### src/rtl/lc3_mem_ctrl.sv
// lc3_mem_ctrl: LC-3 memory-access stage.
// Holds MAR and MDR, runs one read or write per request against a
// ready-handshaked memory port, and reports the R (memory ready) flag back
// to the control FSM.
// Optional feature: define LC3_MEM_TIMEOUT_EN to abort a request that sees
// no ready within TIMEOUT_CYCLES REQ cycles (o_err pulses with o_r).
module lc3_mem_ctrl #(
    parameter int TIMEOUT_CYCLES = 16
) (
    input  logic        i_clk,
    input  logic        i_rst_n,
    input  logic        i_ld_mar,
    input  logic [15:0] i_mar_in,
    input  logic        i_ld_mdr,
    input  logic [15:0] i_bus,
    input  logic        i_mem_en,
    input  logic        i_r_w,
    output logic [15:0] o_mar,
    output logic [15:0] o_mdr,
    output logic        o_r,
    output logic        o_busy,
    output logic        o_err,
    output logic        o_mem_req,
    output logic        o_mem_we,
    output logic [15:0] o_mem_addr,
    output logic [15:0] o_mem_wdata,
    input  logic        i_mem_ready,
    input  logic [15:0] i_mem_rdata
);

    typedef enum logic [1:0] {
        IDLE = 2'd0,
        REQ  = 2'd1,
        DONE = 2'd2
    } state_t;

    state_t      state;
    state_t      state_next;
    logic [15:0] mar;
    logic [15:0] mdr;
    logic        we;
    logic        timeout_hit;

`ifdef LC3_MEM_TIMEOUT_EN
    logic [7:0] timeout_cnt;
    logic       err;

    // The limit fires on the edge that would make the count reach
    // TIMEOUT_CYCLES; a ready on that same edge takes priority.
    assign timeout_hit = (state == REQ) && !i_mem_ready &&
                         (timeout_cnt == 8'(TIMEOUT_CYCLES - 1));

    // Wait-cycle counter: cleared while idle, counts REQ cycles without ready.
    always_ff @(posedge i_clk or negedge i_rst_n) begin
        if (!i_rst_n) begin
            timeout_cnt <= 8'd0;
        end else if (state == IDLE) begin
            timeout_cnt <= 8'd0;
        end else if (state == REQ && !i_mem_ready) begin
            timeout_cnt <= timeout_cnt + 8'd1;
        end
    end

    // Error flag is set on the abort edge so it lines up with the DONE cycle.
    always_ff @(posedge i_clk or negedge i_rst_n) begin
        if (!i_rst_n) begin
            err <= 1'b0;
        end else begin
            err <= timeout_hit;
        end
    end

    assign o_err = err;
`else
    logic unused_timeout_param;

    // Without the timeout feature REQ waits for ready indefinitely.
    assign timeout_hit          = 1'b0;
    assign unused_timeout_param = (TIMEOUT_CYCLES != 0);
    assign o_err                = 1'b0;
`endif

    // State register.
    always_ff @(posedge i_clk or negedge i_rst_n) begin
        if (!i_rst_n) begin
            state <= IDLE;
        end else begin
            state <= state_next;
        end
    end

    // Next-state logic: accept in IDLE, complete or abort in REQ, one-cycle DONE.
    always_comb begin
        state_next = state;
        case (state)
            IDLE: begin
                if (i_mem_en) begin
                    state_next = REQ;
                end
            end
            REQ: begin
                if (i_mem_ready || timeout_hit) begin
                    state_next = DONE;
                end
            end
            DONE: begin
                state_next = IDLE;
            end
            default: begin
                state_next = IDLE;
            end
        endcase
    end

    // MAR/MDR/we: loadable only in IDLE so the transaction sees stable
    // values; a same-edge load and accept uses the freshly loaded values.
    always_ff @(posedge i_clk or negedge i_rst_n) begin
        if (!i_rst_n) begin
            mar <= 16'h0000;
            mdr <= 16'h0000;
            we  <= 1'b0;
        end else begin
            case (state)
                IDLE: begin
                    if (i_ld_mar) begin
                        mar <= i_mar_in;
                    end
                    if (i_ld_mdr) begin
                        mdr <= i_bus;
                    end
                    if (i_mem_en) begin
                        we <= i_r_w;
                    end
                end
                REQ: begin
                    if (i_mem_ready && !we) begin
                        mdr <= i_mem_rdata;
                    end else if (timeout_hit && !we) begin
                        mdr <= 16'h0000;
                    end
                end
                default: begin
                end
            endcase
        end
    end

    // Outputs are register copies or decodes of the state register only.
    assign o_mar       = mar;
    assign o_mdr       = mdr;
    assign o_mem_addr  = mar;
    assign o_mem_wdata = mdr;
    assign o_mem_we    = we;
    assign o_mem_req   = (state == REQ);
    assign o_r         = (state == DONE);
    assign o_busy      = (state != IDLE);

endmodule
### config.mk
export PLATFORM = sky130hd
export DESIGN_NAME = lc3_mem_ctrl
export DESIGN_NICKNAME = d
export VERILOG_FILES = /design/src/rtl/lc3_mem_ctrl.sv
export SDC_FILE = /design/constraint.sdc
export NUM_CORES = 1
export LEC_CHECK = 0
export CAP_MARGIN = 20
export CORE_UTILIZATION = 39
export CTS_CLUSTER_SIZE = 16
export DETAILED_ROUTE_END_ITERATION = 10
export MAX_ROUTING_LAYER = met4
export PLACE_DENSITY = 0.9
export RECOVER_POWER = 100
export SLEW_MARGIN = 20
export SYNTH_ARGS = -nofsm -noshare
export SYNTH_HDL_FRONTEND = slang
export SYNTH_SLANG_ARGS = --single-unit
### constraint.sdc
create_clock -name i_clk -period 5 [get_ports i_clk]
set_input_delay 0.75 -clock i_clk [delete_from_list [all_inputs] [get_ports i_clk]]
set_output_delay 0.75 -clock i_clk [all_outputs]
set_load 0.1 [all_outputs]
Word level (Yosys, flattened, before mapping) --
Index checks and enable logic that the tools add are counted.
Storage, ports and cells: register bits 35, input port bits 55, output and inout port bits 69, word-level logic and storage cells 25
Operators by class: eq/ne operators 6, muxes and demuxes 6, reduce and logical (&&, ||, !) cells 9
Operator list (count):
- $mux W16 | 2
- $pmux W16 S2 | 1
- $reduce_and A2 Y1 | 3
- $mux W2 | 2
- $ne A2 B1 Y1 const B | 2
- $ne A2 B2 Y1 const B | 2
- $pmux W2 S2 | 1
- $reduce_bool A2 Y1 | 2
- $reduce_and A3 Y1 | 1
- $eq A2 B1 Y1 const B | 1
- $eq A2 B2 Y1 const B | 1
- $logic_not A2 Y1 | 1
- $logic_and A1 B1 Y1 | 1
- $logic_not A1 Y1 | 1

Depth between registers and ports, before layout --
depth after elaboration 4, gate-level depth with buffers 6, mapped depth without buffers 3

Worst setup path before layout --
No wires, ideal clock.
path kind register -> output, from register mdr[0], in the netlist o_mdr[0], to output port o_mem_wdata[0], arrival 1340 ps, required time 4250 ps, path slack 2910 ps, stages on the path, launching flop included 2, path buffers 1, cell sequence dfrtp_1 > buf_4
RTL lines:
- start: declaration | line 40 | logic [15:0] mdr;
- start signal: assignment | line 129 | mdr <= i_bus;
- start signal: assignment | line 137 | mdr <= i_mem_rdata;
- end: declaration | line 26 | output logic [15:0] o_mem_wdata,
No word-level cell between the ends.

Final worst setup path --
from register state[1], to output port o_mem_req
On the way: word-level cells in the longest chain between the ends 1
Ends and longest elaborated chain:
- start: declaration | line 37 | state_t state;
- start signal: assignment | line 88 | state <= state_next;
- $eq A2 B1 Y1 | line 154 | assign o_mem_req = (state == REQ);
- end: declaration | line 23 | output logic o_mem_req,
Every way passes these cells.

==> impl_metrics.csv <==
group,metric,value,unit
outcome,status,"finished, violations left",
outcome,violations,"DRC, capacitance limit, slew limit",
timing,tightest_slew,1830,ps
clock_network,cts_hold_buf,0,
worst_setup_path,r2r_end,"o_mdr[10]",
timing,slew_violations,36,
die,die_y,70.9,µm
timing,skew,3.28,ps
layout,final_util,64.7,%
clock_network,cts_root_buf,"clkbuf_8",
placement,gp_congestion,0.669,
yosys,synth_cells,136,
clock_network,clkTransAtPathRegs,70,ps
worst_setup_path,critical_path_buf_inv_count,1,
die,coreArea,4440,µm²
worst_setup_path,worstPathCellList,"nor2b_4, dlygate4sd3_1",
global_routing,grt.total_usage,16.6,%
yosys,synth_cell_type_count,17,
yosys,syn_avg_cell_area,13.6,µm²
global_routing,grt_pass1_wl,6.33,mm
timing,hold_viol_final,0,
layout,nNetsFinal,281,
yosys,synth-edff-count,0,
worst_setup_path,r2r_start,"state[1]",
clock_network,clockBufferDepth,2,
die,dieArea,5020,µm²
hold_path,holdPathStages,1,
layout,drive_above_1_share,20.8,%
timing,setup-tns-final,0,ps
global_routing,grt_max_degree,36,
die,rows,24,
yosys,ys_top_cells_by_area,"dfrtp_1, mux2_2, buf_4",
worst_setup_path,reg2reg_slack,2840,ps
timing,period_share,63.9,%
worst_setup_path,cp_slowest_cell,"dlygate4sd3_1",
worst_setup_path,rr_worst_depth,3,
clock_network,numCtsBuffers,5,
timing,rsz0062_at_grt,"no",
global_routing,grt_pass1_vias,1344,
worst_setup_path,cp_data_required_time,4250,ps
detailed_routing,drt_wl_total,3.70,mm
clock_network,cts-resized-gates,0,
layout,n_antenna_cell,0,
global_routing,grt-ovfl-total,0,
clock_network,post_cts_buffers,0,
placement,dp.final_hpwl,2.91,mm
timing,fmax,313,MHz
detailed_routing,dr.first_iter.drc_count,44,
clock_network,htreeDepth,2,
yosys,syn_nets,191,
global_routing,antenna_found_initial,0,
hold_path,hold_class,"reg -> reg",
yosys,synth_warnings,0,
timing,timing.slew.headroom,-21.9,%
yosys,yosysTopAreaCell,"dfrtp_1",
detailed_routing,avgRoutedWirePerCell,13.3,µm
yosys,synth_top_area_share,47.4,%
worst_setup_path,worst-setup-path-type,"reg -> out",
placement,portBuffers,122,
die,start_util,41.6,%
yosys,yosys.cell_count.top_type,"mux2_2",
layout,area_growth,55.4,%
yosys,synth_ff_type,"dfrtp_1",
timing,setup_viol,0,
yosys,synth_seq_cells,35,
die,fp.dieW,70.9,µm
detailed_routing,final_antenna_net_count,0,
timing,min_period,3200,ps
detailed_routing,dr.pass1.iters,11,
detailed_routing,viasPerCell,4.63,
detailed_routing,drc,18,
flow_run,drv_cap,1,
worst_setup_path,critPathLaunchType,"flop",
yosys,ys_seq_area_share,47.4,%
yosys,synthArstFlopShare,100,%
clock_network,cts.sinks,35,
hold_path,hold_end,"o_mdr[2]",
worst_setup_path,max_stage_delay,1280,ps
clock_network,cts_tree,"built",
worst_setup_path,critPathTopFamily,"buffers and inverters",
worst_setup_path,critPathMaxFanout,19,
yosys,synth_commonest_cells,"mux2_2, dfrtp_1, buf_4",
yosys,syn_area,1850,µm²
die,io_pins,124,
detailed_routing,vias,1288,
worst_setup_path,cp.arrival,2450,ps
hold_path,hp-start,"o_mdr[2]",
worst_setup_path,crit_path_end_kind,"primary output",
clock_network,clock_latency,270,ps
## flip-flops by register name (all words and copies together) (netlist names)
| name | count |
|---|---|
| state | 2 |
| o_mem_we | 1 |
| o_mdr | 16 |
| o_mar | 16 |
## cell usage in the layout, fill, tap and decap left out
| master | n |
|---|---|
| mux2_1 | 10 |
| and2b_1 | 1 |
| inv_1 | 3 |
| and2_0 | 1 |
| nor2_1 | 2 |
| nor2b_4 | 1 |
| a21oi_1 | 1 |
| mux2i_1 | 1 |
| mux2_2 | 38 |
| clkbuf_8 | 6 |
| dfrtp_1 | 35 |
| a31o_2 | 1 |
| clkinv_2 | 1 |
| a32o_1 | 1 |
| clkbuf_1 | 1 |
| clkdlybuf4s50_1 | 50 |
| and2_1 | 1 |
| conb_1 | 1 |
| dlygate4sd3_1 | 71 |
## per-stage QoR
stage	cell area [µm²]	std cells	worst slack (ps)	hold WS (ps)
floorplan	1850	136	2910	454
global placement	2830	271	2140	505
detailed placement	2830	271	2120	515
CTS	2910	278	1800	525
global route	2870	278	1680	541
finish	2870	278	1800	512
## worst reg2reg max path, cell delays in order, from the launching register on
cell and delay (ps):
dfrtp_1 430, nor2b_4 460, a32o_1 740, mux2_2 420
## worst max path at each step
stage	startpoint	end	slack, ps	cells after the start
2_1_floorplan	o_mdr[0]	o_mem_wdata[0]	2910	1
3_3_place_gp	state[0]	o_mem_req	2140	2
5_1_grt	state[1]	o_mem_req	1680	2
4_1_cts	state[0]	o_mem_req	1800	2
6_report	state[1]	o_mem_req	1800	2
3_5_place_dp	state[0]	o_mem_req	2120	2
## per-layer routing
layer | part of all wire [%] | track usage, % | vias up
li1 | - | - | 604
met1 | 40 | 18.8 | 603
met2 | 50 | 29.0 | 79
met3 | 9.8 | 5.41 | 2
met4 | 0.49 | 3.33 | 0
met5 | 0 | - | -
## cell families after synthesis
group	after synthesis	share of synthesized area, %
buffers and inverters	42	17.1
AND/OR/NAND/NOR	6	2.23
multiplexers	49	31.8
other	1	0.203
AO/OA/AOI/OAI	3	1.29
flip-flops	35	47.4
## cell type report
type | instances | area (µm²)
clock buffer | 6 | 82.6
clock inverter | 1 | 5.00
fill | 357 | 1570
inverter | 3 | 11.3
multi-input combinational | 59 | 619
sequential | 35 | 876
tap | 52 | 65.1
timing repair buffer | 122 | 1210
Power is left out: the tool's default activity adds up to more than one toggle a clock period on the data nets, which glitch-free logic cannot reach.
